**src/rtl/delay_line_seq.sv**
```systemverilog
// delay_line_seq: sequences the per-row delay-line bank (config, clear, prime, run, flush)
//   clk, rst_n                 clock, asynchronous active-low reset
//   cfg_valid/cfg_ready        layer config handshake; cfg_cin, cfg_fill_len, cfg_frame_len
//   s_valid/s_ready            input activation beat handshake
//   m_valid/m_ready            delay-line output beat handshake (aligned with delay-line dout)
//   dl_en, dl_rst, dl_depth    delay-line enable, synchronous clear, depth
//   dl_flush                   selects zero onto delay-line din while draining
//   busy, frame_done, err_cfg  status: not idle, end-of-frame pulse, sticky config error
module delay_line_seq #(
   parameter int MAX_DEPTH = 128,
   parameter int CNT_W     = 16
) (
   input  logic             clk,
   input  logic             rst_n,
   input  logic             cfg_valid,
   output logic             cfg_ready,
   input  logic [11:0]      cfg_cin,
   input  logic [CNT_W-1:0] cfg_fill_len,
   input  logic [CNT_W-1:0] cfg_frame_len,
   input  logic             s_valid,
   output logic             s_ready,
   output logic             m_valid,
   input  logic             m_ready,
   output logic             dl_en,
   output logic             dl_rst,
   output logic [7:0]       dl_depth,
   output logic             dl_flush,
   output logic             busy,
   output logic             frame_done,
   output logic             err_cfg
);
   typedef enum logic [2:0] {IDLE, CLR, FILL, RUN, DRAIN, DONE} state_t;
   state_t           state, state_nx;
   logic [CNT_W-1:0] cnt, cnt_nx, cnt_inc, fill_q, frame_q;
   logic [12:0]      depth;
   logic             boot, cfg_bad, cfg_ok, m_valid_nx, done_nx;
   // boot holds the delay lines in reset and blocks config for the first cycle after rst_n release
   always_ff @(posedge clk or negedge rst_n) begin
      if (!rst_n) begin
         state      <= IDLE;
         boot       <= 1'b1;
         cnt        <= '0;
         fill_q     <= '0;
         frame_q    <= '0;
         m_valid    <= 1'b0;
         frame_done <= 1'b0;
         dl_depth   <= '0;
         err_cfg    <= 1'b0;
      end else begin
         state      <= state_nx;
         boot       <= 1'b0;
         cnt        <= cnt_nx;
         m_valid    <= m_valid_nx;
         frame_done <= done_nx;
         if (cfg_ok) begin
            fill_q   <= cfg_fill_len;
            frame_q  <= cfg_frame_len;
            dl_depth <= depth[7:0];
         end
         if (cfg_valid & cfg_ready) err_cfg <= cfg_bad;
      end
   end
   // cnt counts accepted input beats across FILL and RUN, then restarts for flush beats in DRAIN
   always_comb begin
      depth      = {4'd0, cfg_cin[11:3]} + {12'd0, |cfg_cin[2:0]};
      cfg_bad    = (depth == 13'd0) | (depth > 13'(MAX_DEPTH)) | (cfg_frame_len == '0) |
                   (cfg_fill_len >= cfg_frame_len);
      cfg_ok     = cfg_valid & cfg_ready & !cfg_bad;
      cnt_inc    = cnt + CNT_W'(1);
      m_valid_nx = (dl_en & (state != FILL)) | (m_valid & !m_ready);
      done_nx    = (state == DONE) & (!m_valid | m_ready);
      state_nx   = state;
      cnt_nx     = cnt;
      unique case (state)
         IDLE: begin
            state_nx = cfg_ok ? CLR : IDLE;
            cnt_nx   = cfg_ok ? '0 : cnt;
         end
         CLR: state_nx = (fill_q == '0) ? RUN : FILL;
         FILL: if (dl_en) begin
            cnt_nx   = cnt_inc;
            state_nx = (cnt_inc == fill_q) ? RUN : FILL;
         end
         RUN: if (dl_en) begin
            cnt_nx   = (cnt_inc == frame_q) ? '0 : cnt_inc;
            state_nx = (cnt_inc != frame_q) ? RUN : (fill_q == '0) ? DONE : DRAIN;
         end
         DRAIN: if (dl_en) begin
            cnt_nx   = cnt_inc;
            state_nx = (cnt_inc == fill_q) ? DONE : DRAIN;
         end
         DONE: state_nx = done_nx ? IDLE : DONE;
         default: state_nx = IDLE;
      endcase
   end
   // a stalled output beat (m_valid & !m_ready) blocks both intake and enable so dout holds
   always_comb begin
      cfg_ready = (state == IDLE) & !boot;
      s_ready   = ((state == FILL) | (state == RUN)) & (!m_valid | m_ready);
      dl_en     = (state == DRAIN) ? (!m_valid | m_ready) : (s_valid & s_ready);
      dl_rst    = boot | (state == CLR);
      dl_flush  = state == DRAIN;
      busy      = state != IDLE;
   end
endmodule

```
**config.mk**
```make
export PLATFORM = sky130hd
export DESIGN_NAME = delay_line_seq
export DESIGN_NICKNAME = d
export VERILOG_FILES = /design/src/rtl/delay_line_seq.sv
export SDC_FILE = /design/constraint.sdc
export NUM_CORES = 1
export LEC_CHECK = 0
export ABC_CLOCK_PERIOD_IN_PS = 2700
export CAP_MARGIN = 5
export CORE_AREA = 2 2 99 101
export DETAILED_ROUTE_END_ITERATION = 8
export DIE_AREA = 0 0 101 103
export PLACE_DENSITY_LB_ADDON = 0.3
export SLEW_MARGIN = 20
export SYNTH_ARGS = -nofsm -noshare
export SYNTH_HDL_FRONTEND = slang
export SYNTH_SLANG_ARGS = --single-unit
```
**constraint.sdc**
```tcl
create_clock -name clk -period 2.7 [get_ports clk]
set_clock_uncertainty 0.05 [all_clocks]
set_input_delay 0.81 -clock clk [delete_from_list [all_inputs] [get_ports clk]]
set_output_delay 0.81 -clock clk [all_outputs]
set_load 0.005 [all_outputs]
```
# Yosys cells after proc, flatten, opt, wreduce, memory -nomap -nowiden
# Cells that the tools add are included.
[totals] word_cells=73 reg_bits=63
[classes] muxes=17 addsub=2 eq_ne=14 n_reduce_logical=14 magnitude_cmp=2 n_bitwise=15
[op_table] operator="$mux W16" n=4
[op_table] operator="$pmux W16 S3" n=1
[op_table] operator="$eq A16 B16 Y1" n=2
[op_table] operator="$logic_not A16 Y1" n=2
[op_table] operator="$pmux W3 S6" n=1
[op_table] operator="$add A16 B1 Y16 const B" n=1
[op_table] operator="$ge A16 B16 Y1" n=1
[op_table] operator="$ne A16 B16 Y1" n=1
[op_table] operator="$mux W3" n=5
[op_table] operator="$logic_not A13 Y1" n=1
[op_table] operator="$add A9 B1 Y10" n=1
[op_table] operator="$gt A10 B8 Y1 const B" n=1
[op_table] operator="$and A1 B1 Y1" n=8
[op_table] operator="$ne A2 B2 Y1 const B" n=4
[op_table] operator="$or A1 B1 Y1" n=7
[op_table] operator="$eq A3 B2 Y1 const B" n=2
[op_table] operator="$eq A3 B3 Y1 const B" n=2
[op_table] operator="$mux W1" n=6
[op_table] operator="$reduce_bool A3 Y1" n=2
[op_table] operator="$logic_not A1 Y1" n=4
[op_table] operator="$reduce_and A4 Y1" n=1
[op_table] operator="$eq A3 B1 Y1 const B" n=1
[op_table] operator="$logic_not A3 Y1" n=1
[op_table] operator="$ne A3 B2 Y1 const B" n=1
[op_table] operator="other kinds (4)" n=4

# Longest topological paths before layout
# Gate-level depths: netlist of the first run.
[depth] word_depth=10 ltp_mapped=12

# Worst setup path before layout of the first run
# OpenSTA, ideal clock, no wires.
[synth_timing] path_kind="input port to flip-flop" start="input port cfg_cin[1]" end="register fill_q[10]" slack_ns=-0.835 stages=10 arrival_ns=3.361 required_time_ns=2.525 cell_sequence="or3_1 ha_1 ha_1 nor4_1 a31oi_1 o41a_1 o221ai_1 clkbuf_1 buf_2 mux2_2"
[synth_between] elab_chain_len=8 elab_cells_between_ends=9 classes_between="1 x add/sub; 1 x order compare; 4 x bitwise; 3 x reduce/logical"
[synth_rtl] element="from (decl)" line="17" rtl="input logic [11:0] cfg_cin,"
[synth_rtl] element="$reduce_or A3 Y1 *" line="65" rtl="depth = {4'd0, cfg_cin[11:3]} + {12'd0, |cfg_cin[2:0]};"
[synth_rtl] element="$add A9 B1 Y10 *" line="65"
[synth_rtl] element="$gt A10 B8 Y1 / $logic_not A13 Y1 (equally long branches)" line="66" rtl="cfg_bad = (depth == 13'd0) | (depth > 13'(MAX_DEPTH)) | (cfg_frame_len == '0) |"
[synth_rtl] element="$or A1 B1 Y1 * (3 in a row)" line="66"
[synth_rtl] element="$logic_not A1 Y1 *" line="68" rtl="cfg_ok = cfg_valid & cfg_ready & !cfg_bad;"
[synth_rtl] element="$and A1 B1 Y1 *" line="68"
[synth_rtl] element="to (signal assigned)" line="56" rtl="fill_q <= cfg_fill_len;"
[synth_rtl] element="to (decl)" line="34" rtl="logic [CNT_W-1:0] cnt, cnt_nx, cnt_inc, fill_q, frame_q;"
# Every way passes the cells marked *; elsewhere a longest branch is shown, timed or not.
# A chain may end at the register's enable or synchronous reset.

# Final worst setup path of the first run
[layout_timing] start="input port cfg_frame_len[9]" end="register cnt[12]"
[layout_between] elab_chain_len=7 elab_cells_between_ends=8 classes_between="1 x order compare; 1 x eq/ne; 3 x bitwise; 3 x reduce/logical"
[layout_rtl] element="from (decl)" line="19" rtl="input logic [CNT_W-1:0] cfg_frame_len,"
[layout_rtl] element="branches (longest 2 deep; another with $ge A16 B16 Y1)"
[layout_rtl] element="$or A1 B1 Y1 *" line="66"
[layout_rtl] element="$logic_not A1 Y1 *" line="68"
[layout_rtl] element="$and A1 B1 Y1 *" line="68"
[layout_rtl] element="$ne A2 B2 Y1 (no line) *"
[layout_rtl] element="$reduce_and A4 Y1 (no line) *"
[layout_rtl] element="to (signal assigned)" line="52" rtl="cnt <= cnt_nx;"
[layout_rtl] element="to (decl)" line="34"
# Every way passes the cells marked *.

==> flow_summary.yaml, run 1 <==
status:
  status: "finished, violations left"
  violations: "setup timing"
synthesis:
  synth_nets: 575
  synthAdderAreaFrac_pct: 5.44
  synthCells: 507
  synth_seq_cells: 63
  synth_edf_count: 0
  syn_area_um2: 4550
  async_reset_ff_share_pct: 100
  syn_avg_cell_area_um2: 8.98
  ys_types: 69
  synth-xor-area-share_pct: 10.2
  seq_area_frac_synth_pct: 34.6
  synthMuxAreaShare_pct: 6.24
  synth-simple-area-share_pct: 21.7
  yosysWarnings: 0
  synth_top_family_by_area: "simple AND/OR/NAND/NOR gates"
  synthFlopType: "dfrtp_1"
  synth_compound_area_share_pct: 16.1
cts:
  htreeDepth: 3
  clk_pin_slew_ps: 90
  cts_buffers: 9
  ctsLongestPathBuffers: 2
  clk-insertion-delay-late_ps: 360
  cts_sinks: 63
  cts_hold_buf: 0
  clock_tree.root_cell: "clkbuf_8"
  cts_tree: "yes"
sta:
  hold_violations: 0
  final_max_slew_viol_count: 0
  post-route-period-util_pct: 111
  setup_violations: 58
  layout_setup_ws_ps: -292
  fmax_mhz: 334
  fin_crit_ps: 2990
  rsz0062_at_grt: "true"
  holdWs_ps: 402
setup_path:
  regToRegStartpoint: "cnt[3]"
  startpoint: "cfg_frame_len[9]"
  rrSetupSlack_ps: -40
  cp-endpoint: "cnt[12]"
  arrival_ps: 3180
  worstPathMaxFanout: 6
  r2r_cells: 9
  reg2reg_to: "cnt[8]"
  end_kind: "register"
  crit_type: "in2reg"
  cp-start-kind: "primary input"
  worstPathRequired_ps: 2890
pwr:
  leakagePower_uw: 0.00325
  power_switching_uw: 1080
  power_density_nw_per_um2: 416
  ir_worst_vdd_mv: 0.232
  switching_share_pct: 36.9
  report.power.total_uw: 2910
  internal-power_uw: 1840
  seqPwrFrac_pct: 36.9
  p_comb_share_pct: 36.7
  power_frac_clock_pct: 26.4
finish:
  drive_gt1_share_pct: 38.3
  stdcell_area_um2: 7010
  fin_nets: 736
  num-fill-cells: 649
  final_cell_mix: "buf_4, dfrtp_1, clkdlybuf4s50_1"
  syn_to_final_growth_pct: 53.9
  antennaDiodeCount: 0
  mostFrequentLayoutCell: "buf_4"
  stdcell_count: 787
route:
  wl_met2_um: 7760
  dr_wl_met3_um: 809
  wl_per_cell_um: 19.9
  totalWireLength_um: 15700
  drc: 0
  met1Wirelength_um: 6460
  ant_nets: 0
  post_drt_via_cell_ratio: 6.04
  drt_iter0_markers: 328
  vias: 4753
  drtPass1Iterations: 7
  top_layer_used: "met4"
placement:
  gp_congestion: 0.944
  dpl.cell_count: 748
  post_dp_cell_area_um2: 5920
  portBuffers: 65
  dp_hpwl_um: 10100
global_routing:
  antenna_found_initial: 0
  grt_max_degree: 34
  grt_pass1_vias: 4562
  grt_overflow: 0
  grt_usage_pct: 28.3
  grt_pass1_wl_um: 22700
die:
  die_x_um: 101
  start_util_pct: 48.1
  dieArea_um2: 10400
  io_pins: 66
  fp-row-count: 36
  die_y_um: 103
  core_area_um2: 9460
job:
  drv_cap: 0
hold_path:
  min_path_type: "in2async"
## cell usage after synthesis (3+ instances only)
| cell | n | area, um2 |
|---|---|---|
| inv_1 | 26 | 97.6 |
| nor4_1 | 13 | 81.3 |
| and2_1 | 6 | 37.5 |
| and4_1 | 3 | 26.3 |
| a21o_1 | 7 | 52.6 |
| a32o_1 | 4 | 40.0 |
| a21oi_1 | 12 | 60.1 |
| a31oi_1 | 18 | 113 |
| buf_2 | 12 | 60.1 |
| o31ai_1 | 3 | 22.5 |
| a211oi_1 | 5 | 37.5 |
| ha_1 | 19 | 238 |
| dfrtp_1 | 62 | 1550 |
| or3_1 | 4 | 25.0 |
| nand3_1 | 17 | 85.1 |
| nand2b_1 | 5 | 31.3 |
| o21ai_0 | 31 | 155 |
| nand4_1 | 11 | 68.8 |
| mux2_2 | 19 | 214 |
| xnor2_1 | 24 | 210 |
| nand3b_1 | 3 | 22.5 |
| a32oi_1 | 3 | 26.3 |
| nor3_1 | 13 | 65.1 |
| o22ai_1 | 4 | 25.0 |
| clkbuf_1 | 10 | 37.5 |
| xor2_1 | 22 | 193 |
| nand2_1 | 48 | 180 |
| buf_4 | 4 | 30.0 |
| nor2_1 | 34 | 128 |
| nor2b_1 | 4 | 25.0 |
| and3_1 | 7 | 43.8 |
| mux2i_1 | 7 | 70.1 |
## kinds of logic (layout without fill, tap and decap cells)
family / count (synthesis) / in the layout
simple gates: 182 / 183
compound gates: 110 / 110
xor+xnor: 49 / 49
fa+ha+maj: 20 / 20
buf+inv: 56 / 221
mux: 26 / 26
other cells: 1 / 1
flops: 63 / 63
## worst min-delay path by stage
stage	endpoint	cells past startpoint	startpoint	slack (ps)
floorplan	frame_q[15]	2	frame_q[15]	400
global placement	frame_q[15]	2	frame_q[15]	410
detailed placement	frame_q[15]	2	frame_q[15]	420
CTS	cnt[7]	2	rst_n	420
global route	cnt[7]	2	rst_n	450
finish	cnt[7]	2	rst_n	400
## state kept, by name, summed over array words and instances, names as in the netlist
name        flops
frame_done      1
state           3
frame_q        16
fill_q         16
err_cfg         1
m_valid         1
cnt            16
boot            1
dl_depth        8
## per-stage QoR
step / utilization [%] / TNS (ps) / worst slack [ps]
after floorplan: - / -16960 / -381
after global placement: 62.6 / -43300 / -892
after detailed placement: 62.6 / -47130 / -956
after CTS: 69.0 / -12610 / -336
after global routing: 74.1 / -14180 / -322
final: 74.1 / -11650 / -292
## timing repair
action	in CTS	in global routing
gates resized for setup	105	104
endpoints found under the setup margin	61	60
pin swaps	31	24
cloned	3	1
buffers inserted	15	5
## power by group through the flow
stage	sequential (uW)	combinational [uW]	clock (uW)
after detailed placement	1090	942	0
after global placement	1090	920	0
final	1070	1070	769
after CTS	1070	993	770
after global routing	1080	1160	814
after floorplan	1040	601	0
## critical path, cell delays in order
cell	delay [ps]
clkdlybuf4s50_1	510
inv_2	70
ha_4	220
a21o_1	170
a21o_1	200
a21oi_2	170
o2111a_1	240
o221ai_4	130
buf_6	160
buf_6	110
and2_4	170
a32o_1	210
## final cells by class
type / count / area [um2] / area share [%]
inverter: 27 / 101 / 1.45
sequential: 63 / 1580 / 22.6
clock inverter: 7 / 50.0 / 0.714
multi-input combinational: 389 / 3330 / 47.4
timing repair buffer: 178 / 1690 / 24.0
clock buffer: 9 / 124 / 1.77
tap: 114 / 143 / 2.03
## metal layers
layer,track usage (%),vias up
li1,-,2170
met1,35.6,2327
met2,49.3,204
met3,4.07,52
met4,11.2,0
met5,0,-
Note: power is estimated with default switching activity, not from simulation.
==> run 2: changes to the inputs <==
--- a/config.mk
+++ b/config.mk
@@ -11,6 +11,8 @@
 export DETAILED_ROUTE_END_ITERATION = 8
 export DIE_AREA = 0 0 101 103
 export PLACE_DENSITY_LB_ADDON = 0.3
+export SETUP_SLACK_MARGIN = 0.05
+export SKIP_LAST_GASP = 1
 export SLEW_MARGIN = 20
 export SYNTH_ARGS = -nofsm -noshare
 export SYNTH_HDL_FRONTEND = slang
==> flow_summary.yaml, run 2 (synthesized netlist as in run 1, its figures left out) <==
status:
  status: "finished, violations left"
  violations: "setup timing"
finish:
  antennaDiodeCount: 0
  top_regs: "cnt x16, fill_q x16, frame_q x16"
  stdcell_count: 786
  final_cell_mix: "buf_4, dfrtp_1, clkdlybuf4s50_1"
  fin_nets: 735
  drive_gt1_share_pct: 37.8
  syn_to_final_growth_pct: 53.1
  mostFrequentLayoutCell: "buf_4"
  utilization_pct: 73.7
cts:
  cts_tree: "yes"
  ctsLongestPathBuffers: 2
  clock_tree.root_cell: "clkbuf_8"
  htreeDepth: 3
  clk_pin_slew_ps: 90
  cts_sinks: 63
  clk-insertion-delay-late_ps: 370
  cts_hold_buf: 0
  cts_buffers: 9
sta:
  final_max_slew_viol_count: 0
  layout_setup_ws_ps: -238
  fmax_mhz: 340
  rsz0062_at_grt: "true"
  hold_violations: 0
  setup_violations: 58
  fin_crit_ps: 2940
  post-route-period-util_pct: 109
die:
  die_x_um: 101
  io_pins: 66
  core_area_um2: 9460
  fp-row-count: 36
  dieArea_um2: 10400
  die_y_um: 103
  start_util_pct: 48.1
setup_path:
  regToRegStartpoint: "cnt[3]"
  r2r_cells: 9
  crit_chain: "buf_6, or3_4, ha_4, ha_4, and4_4, nand4_1, mux2i_1, o2111a_1, o221ai_4, buf_6, buf_6, and2_4, a32o_1"
  crit_type: "in2reg"
  reg2reg_to: "cnt[8]"
  worstPathRequired_ps: 2890
  rrSetupSlack_ps: -60
  end_kind: "register"
  timing.critical_path.buf_inv: 3
  cp-start-kind: "primary input"
  worstPathMaxFanout: 6
  critPathSlowestCell: "or3_4"
  critPathMaxStageDelay_ps: 390
  arrival_ps: 3130
  crit_family: "simple AND/OR/NAND/NOR gates"
  path_common_cell: "buf_6"
placement:
  gp_congestion: 0.944
  dp_hpwl_um: 10100
  dpl.cell_count: 748
  portBuffers: 65
route:
  ant_nets: 0
  drt_iter0_markers: 254
  vias: 4661
  drtPass1Iterations: 5
  post_drt_via_cell_ratio: 5.93
  wl_per_cell_um: 19.4
  totalWireLength_um: 15200
  drc: 0
global_routing:
  grt_usage_pct: 28.3
  antenna_found_initial: 0
  grt_overflow: 0
  grt_pass1_wl_um: 22700
  grt_max_degree: 34
  grt_pass1_vias: 4569
pwr:
  leakagePower_uw: 0.00326
  power_density_nw_per_um2: 416
  ir_worst_vdd_mv: 0.234
job:
  drv_cap: 0
hold_path:
  min_path_type: "in2async"
==> run 2: worst register-to-register path, delay by kind of cell, from the launching register on <==
kind	cells	cell delay (ps)
AO/OA/AOI/OAI	3	640
AND/OR/NAND/NOR	4	1120
flip-flops	1	480
buffers and inverters	1	140
XOR/XNOR	1	180
==> run 2: per-stage QoR <==
| stage | hold slack, ps | total power [uW] | setup TNS (ps) | area (um2) | setup WS (ps) |
|---|---|---|---|---|---|
| 3_5_place_dp | 420 | 2030 | -47130 | 5920 | -956 |
| 4_1_cts | 422 | 2840 | -12630 | 6530 | -336 |
| 3_3_place_gp | 414 | 2010 | -43300 | 5920 | -892 |
| 6_report | 402 | 2900 | -8690 | 6970 | -238 |
| 5_1_grt | 449 | 3040 | -13300 | 6970 | -309 |
| 2_1_floorplan | 400 | 1640 | -16960 | 4600 | -381 |
==> run 2: area by class of cell <==
class	instances	area (um2)
timing repair buffer	177	1680
clock inverter	7	50.0
tap	114	143
sequential	63	1580
fill	651	2490
multi-input combinational	389	3290
inverter	27	101
clock buffer	9	124
==> run 2: what timing repair did <==
item | in CTS | in global routing
cloned | 3 | 1
setup endpoints to repair | 61 | 62
pin swaps | 30 | 22
resized for setup | 106 | 99
buffers inserted | 15 | 4
==> run 2: report_power, final <==
| group | leakage (uW) | switching [uW] | internal [uW] | total [uW] |
|---|---|---|---|---|
| combinational | 0.00233 | 552 | 506 | 1060 |
| clock | 0.0000812 | 436 | 332 | 768 |
| sequential | 0.000850 | 82.2 | 994 | 1080 |
==> run 2: layer usage <==
metal	wire length (um)	track usage, %	vias up
li1	-	-	2166
met1	6410	35.5	2254
met2	7490	49.5	201
met3	814	4.07	40
met4	496	11.2	0
met5	0	0	-
==> run 2: worst max path at each step <==
stage / from / cells after the start / to / slack, ps
global placement: cfg_cin[1] / 10 / dl_depth[0] / -890
CTS: cfg_cin[2] / 12 / fill_q[8] / -340
detailed placement: cfg_cin[1] / 10 / fill_q[15] / -960
floorplan: cfg_cin[1] / 10 / fill_q[10] / -380
finish: cfg_cin[1] / 13 / cnt[12] / -240
global route: cfg_cin[1] / 14 / cnt[9] / -310
==> run 3: changes to the inputs <==
--- a/config.mk
+++ b/config.mk
@@ -7,11 +7,14 @@
 export LEC_CHECK = 0
 export ABC_CLOCK_PERIOD_IN_PS = 2700
 export CAP_MARGIN = 5
-export CORE_AREA = 2 2 99 101
+export CELL_PAD_IN_SITES_DETAIL_PLACEMENT = 1
+export CELL_PAD_IN_SITES_GLOBAL_PLACEMENT = 2
+export CORE_AREA = 2 2 125 127
 export DETAILED_ROUTE_END_ITERATION = 8
-export DIE_AREA = 0 0 101 103
+export DIE_AREA = 0 0 127 129
 export PLACE_DENSITY_LB_ADDON = 0.3
 export SETUP_SLACK_MARGIN = 0.05
+export SKIP_CTS_REPAIR_TIMING = 1
 export SKIP_LAST_GASP = 1
 export SLEW_MARGIN = 20
 export SYNTH_ARGS = -nofsm -noshare
==> flow_summary.yaml, run 3 (synthesized netlist as in run 1, its figures left out) <==
placement:
  dp_hpwl_um: 12800
  gp_congestion: 0.848
  dpl.cell_count: 851
  portBuffers: 65
  post-place-ws_ps: -1110
pwr:
  switching_share_pct: 33.9
  power_density_nw_per_um2: 467
  p_comb_share_pct: 33.0
  power_switching_uw: 1090
  report.power.total_uw: 3230
  power_frac_clock_pct: 33.4
  ir_worst_vdd_mv: 0.282
  internal-power_uw: 2130
  leakagePower_uw: 0.00327
  seqPwrFrac_pct: 33.6
cts:
  clk-insertion-delay-late_ps: 340
  ctsLongestPathBuffers: 2
  clk_pin_slew_ps: 60
  htreeDepth: 3
  cts_tree: "yes"
  clock_tree.root_cell: "clkbuf_16"
  cts_buffers: 9
  cts_sinks: 63
setup_path:
  critPathMaxStageDelay_ps: 400
  cp-start-kind: "primary input"
  arrival_ps: 3180
  rrSetupSlack_ps: -80
  crit_chain: "clkbuf_2, or3_4, ha_4, ha_4, and4_1, nand4_1, mux2i_1, o2111a_1, o221ai_4, buf_12, buf_4, clkbuf_16, nand2_1, o21ai_0"
  crit_type: "in2reg"
  reg2reg_to: "cnt[7]"
  worstPathMaxFanout: 7
  worstPathRequired_ps: 2870
  r2r_cells: 9
  path_common_cell: "ha_4"
  regToRegStartpoint: "cnt[6]"
  end_kind: "register"
  critPathSlowestCell: "or3_4"
route:
  vias: 4625
  drc: 0
  drtPass1Iterations: 4
  totalWireLength_um: 17300
  post_drt_via_cell_ratio: 5.25
  drt_iter0_markers: 202
  wl_per_cell_um: 19.6
  ant_nets: 0
global_routing:
  grt_max_degree: 52
  grt_pass1_wl_um: 26000
  grt_pass1_vias: 4864
  grt_overflow: 0
  grt_usage_pct: 20.4
  antenna_found_initial: 0
job:
  drv_cap: 0
finish:
  regArea_um2: 1580
  syn_to_final_growth_pct: 51.6
  drive_gt1_share_pct: 32.3
  antennaDiodeCount: 0
  fin_nets: 756
  final_cell_mix: "buf_4, dfrtp_1, clkdlybuf4s50_1"
  num-fill-cells: 1756
  multi_input_comb_area_um2: 2940
  mostFrequentLayoutCell: "buf_4"
  stdcell_count: 881
  top_regs: "cnt x16, fill_q x16, frame_q x16"
sta:
  final_max_slew_viol_count: 0
  maxSlewHeadroom_pct: 60.8
  tns_ps: -13400
  setup_violations: 58
  hold_violations: 0
  fin_crit_ps: 3010
  tightestPinTransition_ps: 588
  post-route-period-util_pct: 112
  layout_setup_ws_ps: -314
  fmax_mhz: 332
  rsz0062_at_grt: "true"
die:
  die_y_um: 129
  die_x_um: 127
  start_util_pct: 30.4
  core_area_um2: 15000
  dieArea_um2: 16400
  io_pins: 66
  fp-row-count: 45
status:
  status: "finished, violations left"
  violations: "setup timing"
hold_path:
  min_path_type: "in2async"
==> run 3: worst max-delay path, delay by kind of cell <==
| family | cells | cell delay, ps |
|---|---|---|
| simple gates | 4 | 730 |
| buf+inv | 4 | 570 |
| compound gates | 3 | 470 |
| fa+ha+maj | 2 | 360 |
| mux | 1 | 250 |
==> run 3: power groups by stage <==
stage	combinational, uW	sequential [uW]	clock [uW]
2_1_floorplan	601	1040	0
4_1_cts	1030	1080	1100
3_5_place_dp	1030	1090	0
3_3_place_gp	994	1090	0
5_1_grt	1170	1090	1150
6_report	1070	1080	1080
==> run 3: final cells by class <==
| cell class | count | share of cell area [%] |
|---|---|---|
| Multi-Input combinational cell | 389 | 42.5 |
| Timing Repair Buffer | 198 | 26.0 |
| Sequential cell | 63 | 22.9 |
| Clock buffer | 12 | 3.42 |
| Tap cell | 188 | 3.41 |
| Inverter | 27 | 1.47 |
| Clock inverter | 4 | 0.326 |
==> run 3: per-stage QoR <==
stage	instance area, um2	util (%)	hold WS [ps]
floorplan	4600	-	400
global placement	6250	41.7	412
detailed placement	6250	41.7	428
CTS	6510	43.5	432
global route	6910	46.1	443
finish	6910	46.1	421
==> run 3: how the worst max path moves through the flow <==
| stage | slack [ps] | start | end |
|---|---|---|---|
| after floorplan | -380 | cfg_cin[1] | fill_q[10] |
| after global placement | -1000 | cfg_cin[1] | cnt[3] |
| after detailed placement | -1110 | cfg_cin[1] | cnt[15] |
| after CTS | -760 | cfg_cin[1] | cnt[15] |
| after global routing | -420 | cfg_cin[0] | frame_q[8] |
| final | -310 | cfg_cin[0] | frame_q[8] |
==> run 3: routing by layer <==
metal | GRT usage [%] | vias to the layer above | part of all wire (%)
met5 | 0 | - | 0
met4 | 6.98 | 0 | 1.9
met3 | 4.12 | 23 | 4.5
met2 | 34.7 | 115 | 50
met1 | 25.9 | 2283 | 43
li1 | - | 2204 | -
